$ cat config.mk
export PLATFORM = sky130hd
export DESIGN_NAME = f_fetch_unit_flat
export DESIGN_NICKNAME = d
export VERILOG_FILES = /design/src/rtl/f_fetch_unit_if.sv /design/src/rtl/f_fetch_unit.sv /design/src/flat_wrapper.sv
export SDC_FILE = /design/constraint.sdc
export NUM_CORES = 1
export LEC_CHECK = 0
export BUFFER_PORTS_ARGS = -buffer_cell sky130_fd_sc_hd__clkbuf_2
export CAP_MARGIN = 20
export CORE_MARGIN = 4
export CORE_UTILIZATION = 50
export DETAILED_ROUTE_END_ITERATION = 10
export PLACE_DENSITY = 0.85
export SLEW_MARGIN = 10
export SYNTH_ARGS = -nofsm -noshare
export SYNTH_HDL_FRONTEND = slang
export SYNTH_SLANG_ARGS = --single-unit
export TNS_END_PERCENT = 30
$ cat constraint.sdc
create_clock -name clk -period 1.76 [get_ports clk]
set_input_delay 0.088 -clock clk [delete_from_list [all_inputs] [get_ports clk]]
set_output_delay 0.088 -clock clk [all_outputs]
set_load 0.005 [all_outputs]
$ cat src/rtl/f_fetch_unit_if.sv
// ============================================================================
// | Module      : f_fetch_unit_if                                            |
// | Description : Bundle of the F-stage signals: next-PC input, hazard       |
// |               stall, instruction-memory request/response and the F/D     |
// |               pipeline register outputs.                                 |
// |               master : the fetch unit                                    |
// |               slave  : its environment (NPC logic, hazard unit, imem, D) |
// | Revision    : 1.0 - initial release                                      |
// ============================================================================
`default_nettype none

interface f_fetch_unit_if;
  logic [31:0] npc;         // next PC from the D-stage NPC logic
  logic        d_stall;     // hazard-unit stall of F and D
  logic        imem_req;    // fetch request
  logic [31:0] imem_addr;   // fetch address (= f_pc)
  logic        imem_ready;  // imem_rdata valid for the current request
  logic [31:0] imem_rdata;  // fetched instruction word
  logic [31:0] f_pc;        // current fetch PC
  logic        f_busy;      // fetch outstanding
  logic [31:0] d_pc;        // F/D: PC of the instruction in D
  logic [31:0] d_instr;     // F/D: instruction in D
  logic        d_valid;     // F/D: holds a real instruction
  logic        f_adel;      // F/D: fetch address error

  modport master (
    input  npc, d_stall, imem_ready, imem_rdata,
    output imem_req, imem_addr, f_pc, f_busy, d_pc, d_instr, d_valid, f_adel
  );

  modport slave (
    output npc, d_stall, imem_ready, imem_rdata,
    input  imem_req, imem_addr, f_pc, f_busy, d_pc, d_instr, d_valid, f_adel
  );
endinterface

`default_nettype wire

$ cat src/rtl/f_fetch_unit.sv
// ============================================================================
// | Module      : f_fetch_unit                                               |
// | Description : F stage. Holds F_PC, fetches from instruction memory with  |
// |               a ready handshake and loads the F/D pipeline register.     |
// |               A word that arrives while D is stalled is parked in a      |
// |               one-entry buffer (HOLD) until the stall clears.            |
// | Ports       : clk, reset_n (async, active-low)                           |
// |               bus (f_fetch_unit_if.master): npc, d_stall, imem_req,      |
// |               imem_addr, imem_ready, imem_rdata, f_pc, f_busy, d_pc,     |
// |               d_instr, d_valid, f_adel                                   |
// | Config      : FETCH_ADDR_CHECK_EN - when defined, misaligned or          |
// |               out-of-range fetches skip imem, load a nop and set f_adel. |
// | Revision    : 1.0 - initial release                                      |
// ============================================================================
`default_nettype none

module f_fetch_unit #(
  parameter logic [31:0] RESET_PC = 32'h0000_3000,
  parameter logic [31:0] IM_BASE  = 32'h0000_3000,
  parameter int unsigned IM_WORDS = 4096
) (
  input  wire logic       clk,
  input  wire logic       reset_n,
  f_fetch_unit_if.master  bus
);

`ifdef FETCH_ADDR_CHECK_EN
  localparam bit ADDR_CHECK = 1'b1;
`else
  localparam bit ADDR_CHECK = 1'b0;
`endif

  // One past the last legal byte address; 33 bits so a region ending at 4 GiB
  // does not wrap to zero.
  localparam logic [32:0] IM_LIMIT = {1'b0, IM_BASE} + (33'(IM_WORDS) << 2);

  typedef enum logic [0:0] {
    ST_FETCH = 1'b0,
    ST_HOLD  = 1'b1
  } state_t;

  state_t      state_q,   state_d;
  logic [31:0] f_pc_q,    f_pc_d;
  logic [31:0] d_pc_q,    d_pc_d;
  logic [31:0] d_instr_q, d_instr_d;
  logic        d_valid_q, d_valid_d;
  logic        f_adel_q,  f_adel_d;
  logic [31:0] buf_q,     buf_d;      // parked instruction word
  logic [31:0] bpc_q,     bpc_d;      // PC of the parked word
  logic        badel_q,   badel_d;    // address-error flag of the parked word

  logic        addr_bad;
  logic        access_done;
  logic [31:0] fetch_word;

  // A bad address is treated as an access that completes instantly with a nop.
  assign addr_bad    = ADDR_CHECK &
                       ((f_pc_q[1:0] != 2'b00) ||
                        (f_pc_q < IM_BASE) ||
                        ({1'b0, f_pc_q} >= IM_LIMIT));
  assign access_done = bus.imem_ready | addr_bad;
  assign fetch_word  = addr_bad ? 32'h0 : bus.imem_rdata;

  always_comb begin
    state_d      = state_q;
    f_pc_d       = f_pc_q;
    d_pc_d       = d_pc_q;
    d_instr_d    = d_instr_q;
    d_valid_d    = d_valid_q;
    f_adel_d     = f_adel_q;
    buf_d        = buf_q;
    bpc_d        = bpc_q;
    badel_d      = badel_q;
    bus.imem_req = 1'b0;
    bus.f_busy   = 1'b0;

    unique case (state_q)
      ST_FETCH: begin
        bus.imem_req = ~addr_bad;
        bus.f_busy   = ~access_done;
        // d_stall wins over the F/D load; the arriving word goes to the buffer.
        if (access_done && !bus.d_stall) begin
          d_pc_d    = f_pc_q;
          d_instr_d = fetch_word;
          d_valid_d = 1'b1;
          f_adel_d  = addr_bad;
          f_pc_d    = bus.npc;
        end else if (access_done) begin
          buf_d   = fetch_word;
          bpc_d   = f_pc_q;
          badel_d = addr_bad;
          state_d = ST_HOLD;
        end
      end
      ST_HOLD: begin
        if (!bus.d_stall) begin
          d_pc_d    = bpc_q;
          d_instr_d = buf_q;
          d_valid_d = 1'b1;
          f_adel_d  = badel_q;
          f_pc_d    = bus.npc;
          state_d   = ST_FETCH;
        end
      end
      default: state_d = ST_FETCH;
    endcase
  end

  always_ff @(posedge clk or negedge reset_n) begin
    if (!reset_n) begin
      state_q   <= ST_FETCH;
      f_pc_q    <= RESET_PC;
      d_pc_q    <= 32'h0;
      d_instr_q <= 32'h0;
      d_valid_q <= 1'b0;
      f_adel_q  <= 1'b0;
      buf_q     <= 32'h0;
      bpc_q     <= 32'h0;
      badel_q   <= 1'b0;
    end else begin
      state_q   <= state_d;
      f_pc_q    <= f_pc_d;
      d_pc_q    <= d_pc_d;
      d_instr_q <= d_instr_d;
      d_valid_q <= d_valid_d;
      f_adel_q  <= f_adel_d;
      buf_q     <= buf_d;
      bpc_q     <= bpc_d;
      badel_q   <= badel_d;
    end
  end

  assign bus.imem_addr = f_pc_q;
  assign bus.f_pc      = f_pc_q;
  assign bus.d_pc      = d_pc_q;
  assign bus.d_instr   = d_instr_q;
  assign bus.d_valid   = d_valid_q;
  assign bus.f_adel    = f_adel_q;

endmodule

`default_nettype wire

$ cat src/flat_wrapper.sv
// flat-port wrapper written by rule: the top's interface ports become plain ports
module f_fetch_unit_flat 
#(
  parameter logic [31:0] RESET_PC = 32'h0000_3000,
  parameter logic [31:0] IM_BASE  = 32'h0000_3000,
  parameter int unsigned IM_WORDS = 4096
)
  (clk, reset_n, bus_npc, bus_d_stall, bus_imem_ready, bus_imem_rdata, bus_imem_req, bus_imem_addr, bus_f_pc, bus_f_busy, bus_d_pc, bus_d_instr, bus_d_valid, bus_f_adel);
  f_fetch_unit_if bus_i ();
  input  wire logic clk;
  input  wire logic reset_n;
  input wire logic [$bits(bus_i.npc)-1:0] bus_npc;
  input wire logic [$bits(bus_i.d_stall)-1:0] bus_d_stall;
  input wire logic [$bits(bus_i.imem_ready)-1:0] bus_imem_ready;
  input wire logic [$bits(bus_i.imem_rdata)-1:0] bus_imem_rdata;
  output wire logic [$bits(bus_i.imem_req)-1:0] bus_imem_req;
  output wire logic [$bits(bus_i.imem_addr)-1:0] bus_imem_addr;
  output wire logic [$bits(bus_i.f_pc)-1:0] bus_f_pc;
  output wire logic [$bits(bus_i.f_busy)-1:0] bus_f_busy;
  output wire logic [$bits(bus_i.d_pc)-1:0] bus_d_pc;
  output wire logic [$bits(bus_i.d_instr)-1:0] bus_d_instr;
  output wire logic [$bits(bus_i.d_valid)-1:0] bus_d_valid;
  output wire logic [$bits(bus_i.f_adel)-1:0] bus_f_adel;
  assign bus_i.npc = bus_npc;
  assign bus_i.d_stall = bus_d_stall;
  assign bus_i.imem_ready = bus_imem_ready;
  assign bus_i.imem_rdata = bus_imem_rdata;
  assign bus_imem_req = bus_i.imem_req;
  assign bus_imem_addr = bus_i.imem_addr;
  assign bus_f_pc = bus_i.f_pc;
  assign bus_f_busy = bus_i.f_busy;
  assign bus_d_pc = bus_i.d_pc;
  assign bus_d_instr = bus_i.d_instr;
  assign bus_d_valid = bus_i.d_valid;
  assign bus_f_adel = bus_i.f_adel;
  f_fetch_unit #(.RESET_PC(RESET_PC), .IM_BASE(IM_BASE), .IM_WORDS(IM_WORDS)) u_core (.clk(clk), .reset_n(reset_n), .bus(bus_i));
endmodule
; ---- After elaboration in Yosys (flattened, before gate mapping)
; Cells that the tools add are included.
[totals]
regBits = 163
wordCells = 38
inputBits = 68
[classes]
reduce_logical = 4
n_mux = 21
n_eq_ne = 2
n_bitwise = 3
[ops]
columns = op, count
row1 = 32-bit 2-to-1 mux, 6
row2 = 32-bit case mux with 2 select lines, 3
row3 = 1-bit 2-to-1 mux, 9
row4 = 1-bit case mux with 2 select lines, 3
row5 = 1-bit NOT, 3
row6 = 3-bit AND reduction, 1
row7 = "2-bit by 1-bit inequality test with 1-bit output, second input constant", 1
row8 = "2-bit inequality test, second input constant", 1
row9 = 2-bit AND reduction, 1
row10 = 1-bit logical AND, 1
row11 = 1-bit logical NOT, 1

; ---- Longest topological paths before layout
[logic_depth]
depth_word = 4
depth_mapped = 7
depth_no_buf = 3

; ---- Worst setup path after synthesis
; Ideal clock, no wire load.
[synth_path]
kind = reg2reg
from = register u_core.state_q
to = register u_core.f_pc_q[10], in the netlist u_core.bus.f_pc[10]
arrival_ps = 1279
synth_period_minus_slack_ps = 1404
setup_ps = 125
slack_ps = 356
required_time_ps = 1635
n_path_buf = 2
stages_incl_launch_ff = 6
path_cell_list = dfrtp_1 or2_1 buf_6 nand2_8 buf_12 mux2_4
[synth_via]
elab_chain_len = 3
elab_cells_between_ends = 5
cone_classes = 2 x eq/ne / 1 x mux / 1 x bitwise / 1 x reduce/logical
[synth_lines]
columns = item, line_no
row1 = start: declaration, f_fetch_unit.sv:42  ; state_t state_q, state_d;
row2 = start signal: assignment, f_fetch_unit.sv:121  ; state_q <= state_d;
row3 = 1-bit NOT (no source line), --
row4 = 2-bit by 1-bit inequality test with 1-bit output (no source line), --
row5 = 2-bit AND reduction (no source line), --
row6 = end signal: assignment, f_fetch_unit.sv:122  ; f_pc_q <= f_pc_d;
row7 = end: declaration, f_fetch_unit.sv:43  ; logic [31:0] f_pc_q, f_pc_d;
; Several ways; a longest one is shown, not always the timed one.
; A chain may end at the register's enable or synchronous reset.

; ---- Worst setup path after layout
[layout_path]
from = register u_core.state_q
to = output port bus_f_busy
[layout_via]
elab_chain_len = 1
[layout_lines]
columns = item, line_no
row1 = 1-bit 2-to-1 mux, f_fetch_unit.sv:77  ; unique case (state_q)
row2 = end: declaration, flat_wrapper.sv:19  ; output wire logic [$bits(bus_i.f_busy)-1:0] bus_f_busy;
; Every way passes these cells.

==> flow_summary.toml <==
[die]
core_area_sq_um = 13500
row_count = 42
die_w_um = 126
ioPinCount = 200
dieArea_sq_um = 16000
start_util_pct = 52.1
fp.dieH_um = 126

[worst_setup_path]
slowest_stage = "dfrtp_1"
required_ns = 1.67
critPathMaxStageDelay_ns = 0.42
path_max_fanout = 6
endpoint_kind = "output pin"
cp-start-kind = "flip-flop"
cp_data_arrival_time_ns = 1.54
crit_chain = "or2_1 > buf_4 > inv_1 > clkbuf_2"
critPathKind = "reg -> out"

[timing]
period_share_pct = 92.7
period_minus_slack_ns = 1.63
hold_viol = 0
max_freq_ghz = 0.613
finalClockSkew_ns = 0.00536
hold-worst-slack_ns = 0.150
fin_tns_setup_ns = 0
setup_viol = 0
rsz0062_at_grt = "no"
drv_slew = 0

[cts]
clkTransAtPathRegs_ns = 0.06
clkLatencyLatePin_ns = 0.42
cts_tree = "yes"
clk_path_buf_depth = 2
htree_levels = 4
numCtsBuffers = 17
ctsRootBufferMaster = "clkbuf_16"
clock-sinks = 162

[yosys]
ys_ff_latch = 162
synthesis.nets = 613
synth_warnings = 0
synth.avg_cell_area_sq_um = 12.9
seq_area_frac_synth_pct = 57.9
synth_cells = 545
yosysUniqueCellTypes = 20
syn-cell-area_sq_um = 7000

[grt]
use_met1_pct = 28.6
grt_max_degree = 64
grt_first_pass_wirelength_um = 31200
grt-ovfl-total = 0
gr-usage-all-layers_pct = 24.3
grt.busiest_layer = "met2"
grt_pass1_vias = 6169
met2_usage_pct = 41.3
grt_antenna_before_repair = 0
met3_usage_pct = 6.22

[final_layout]
syn2layout_area_growth_pct = 31.1
design.final.nets = 833
finish.utilization_pct = 68.3
nFillCells = 933
drive_gt1_share_pct = 44.6
final_area_sq_um = 9190

[detailed_routing]
drt-initial-drc-count = 349
viasPerCell = 5.79
routed_wl_um = 19200
drc = 0
wl_per_cell_um = 20.1
dr_total_vias = 5533
antenna_left = 0
drtPass1Iterations = 5

[run]
cap_violations = 0

[outcome]
status = "finished, final reports clean"

[placement]
hpwl_um = 11500
post_dp_cell_area_sq_um = 7890
io_buffers = 198
place_congestion = 0.769

[power_and_ir_drop]
peakVddDrop_v = 0.000766
p_per_area_nw_per_um2 = 1250
leakagePower_nw = 4.25

[worst_hold_path]
hold_class = "in -> async"
[synth_stat cells]
cell / instances / area share (%)
a21oi_1: 59 / 4.2
buf_12: 3 / 0.86
buf_2: 21 / 1.5
buf_4: 41 / 4.4
buf_6: 3 / 0.48
clkbuf_1: 10 / 0.54
conb_1: 1 / 0.054
dfrtp_1: 160 / 57
dfstp_2: 2 / 0.75
inv_1: 2 / 0.11
inv_2: 1 / 0.054
mux2_2: 67 / 11
mux2_4: 29 / 6.2
nand2_8: 1 / 0.29
nand2b_1: 4 / 0.36
nand3_2: 1 / 0.14
nor2_1: 6 / 0.32
nor3_1: 10 / 0.71
o22ai_1: 123 / 11
or2_1: 1 / 0.089
[final timing paths]
| kind | startpoint | to | slack [ns] | depth (start not counted) |
|---|---|---|---|---|
| worst max-delay path | u_core.state_q | bus_f_busy | 0.13 | 4 |
| worst min-delay path | reset_n | u_core.bus.f_pc[21] | 0.15 | 2 |
| worst max register to register | u_core.state_q | u_core.bus.f_pc[31] | 0.18 | 3 |
| worst min register to register | u_core.buf_q[14] | u_core.buf_q[14] | 0.51 | 1 |
| max in group asynchronous | reset_n | u_core.buf_q[27] | 0.95 | 3 |
| min in group clk | bus_d_stall | u_core.bus.d_instr[31] | 0.17 | 3 |
[metrics by stage]
step / power [mW] / std cells / setup WS (ns)
2_1_floorplan: 6.40 / 545 / 0.356
3_3_place_gp: 7.16 / 857 / 0.208
3_5_place_dp: 7.36 / 857 / 0.199
4_1_cts: 11.5 / 954 / 0.105
5_1_grt: 12.0 / 954 / 0.0542
6_report: 11.5 / 956 / 0.128
[per-layer routing]
metal	vias to the layer above	share of wire (%)
met5	-	0
met1	2773	40
met4	0	2.8
met2	255	51
li1	2455	-
met3	50	6.0
[critical path, delay by kind of cell (launching register included)]
family / cells / cell delay [ns]
buffers and inverters: 3 / 0.39
and+or+nand+nor: 1 / 0.32
DFF: 1 / 0.42
[layout by cell type, fill, tap and decap left out, types with 2 or more instances in the layout]
cell type / n
clkbuf_1: 3
clkinvlp_4: 2
mux2_4: 29
a21oi_1: 59
bufinv_16: 5
mux2_2: 67
clkbuf_16: 17
clkinv_2: 3
inv_2: 2
diode_2: 2
dfstp_2: 2
nand2b_2: 2
nor2_1: 6
o22ai_1: 123
dlygate4sd3_1: 65
nor3_1: 10
nand2b_1: 2
buf_4: 10
clkbuf_8: 2
clkbuf_2: 197
dfrtp_1: 160
buf_12: 6
[report_power, final]
group	total (mW)	internal [mW]	leakage [nW]	switching (mW)
registers	5.17	4.51	1.88	0.652
clock network	4.02	2.59	0.310	1.43
logic	2.29	1.28	2.05	1.01
total	11.5	8.38	4.25	3.09
[kinds of logic (layout without fill, tap and decap cells)]
kind of cell	Yosys count	in the layout	share of synthesized area, %
compound gates	182	182	15.2
buf+inv	81	314	7.93
flops	162	162	57.9
simple gates	23	23	1.91
mux	96	96	17.0
other cells	1	3	0.0535
[final cells by class]
type | count | area (sq um) | area share, %
timing repair buffer | 279 | 1840 | 20.1
sequential | 162 | 4060 | 44.2
inverter | 3 | 11.3 | 0.123
tap | 176 | 220 | 2.40
antenna | 2 | 5.00 | 0.0545
multi-input combinational | 302 | 2400 | 26.2
clock buffer | 22 | 464 | 5.05
clock inverter | 10 | 180 | 1.96
[state kept, by name, summed over array words and instances (netlist names)]
signal              flops
u_core.bpc_q           32
u_core.buf_q           32
u_core.bus.d_instr     32
u_core.bus.d_pc        32
u_core.bus.f_pc        32
u_core.bus.d_valid      1
u_core.state_q          1
[repair_timing]
action                                 in CTS  in global routing
setup buffers                               0                  0
gates resized for setup                     0                  0
endpoints found under the hold margin     254                  0
hold buffers                               65                  0
No activity file was read; power rests on OpenSTA's default activity.
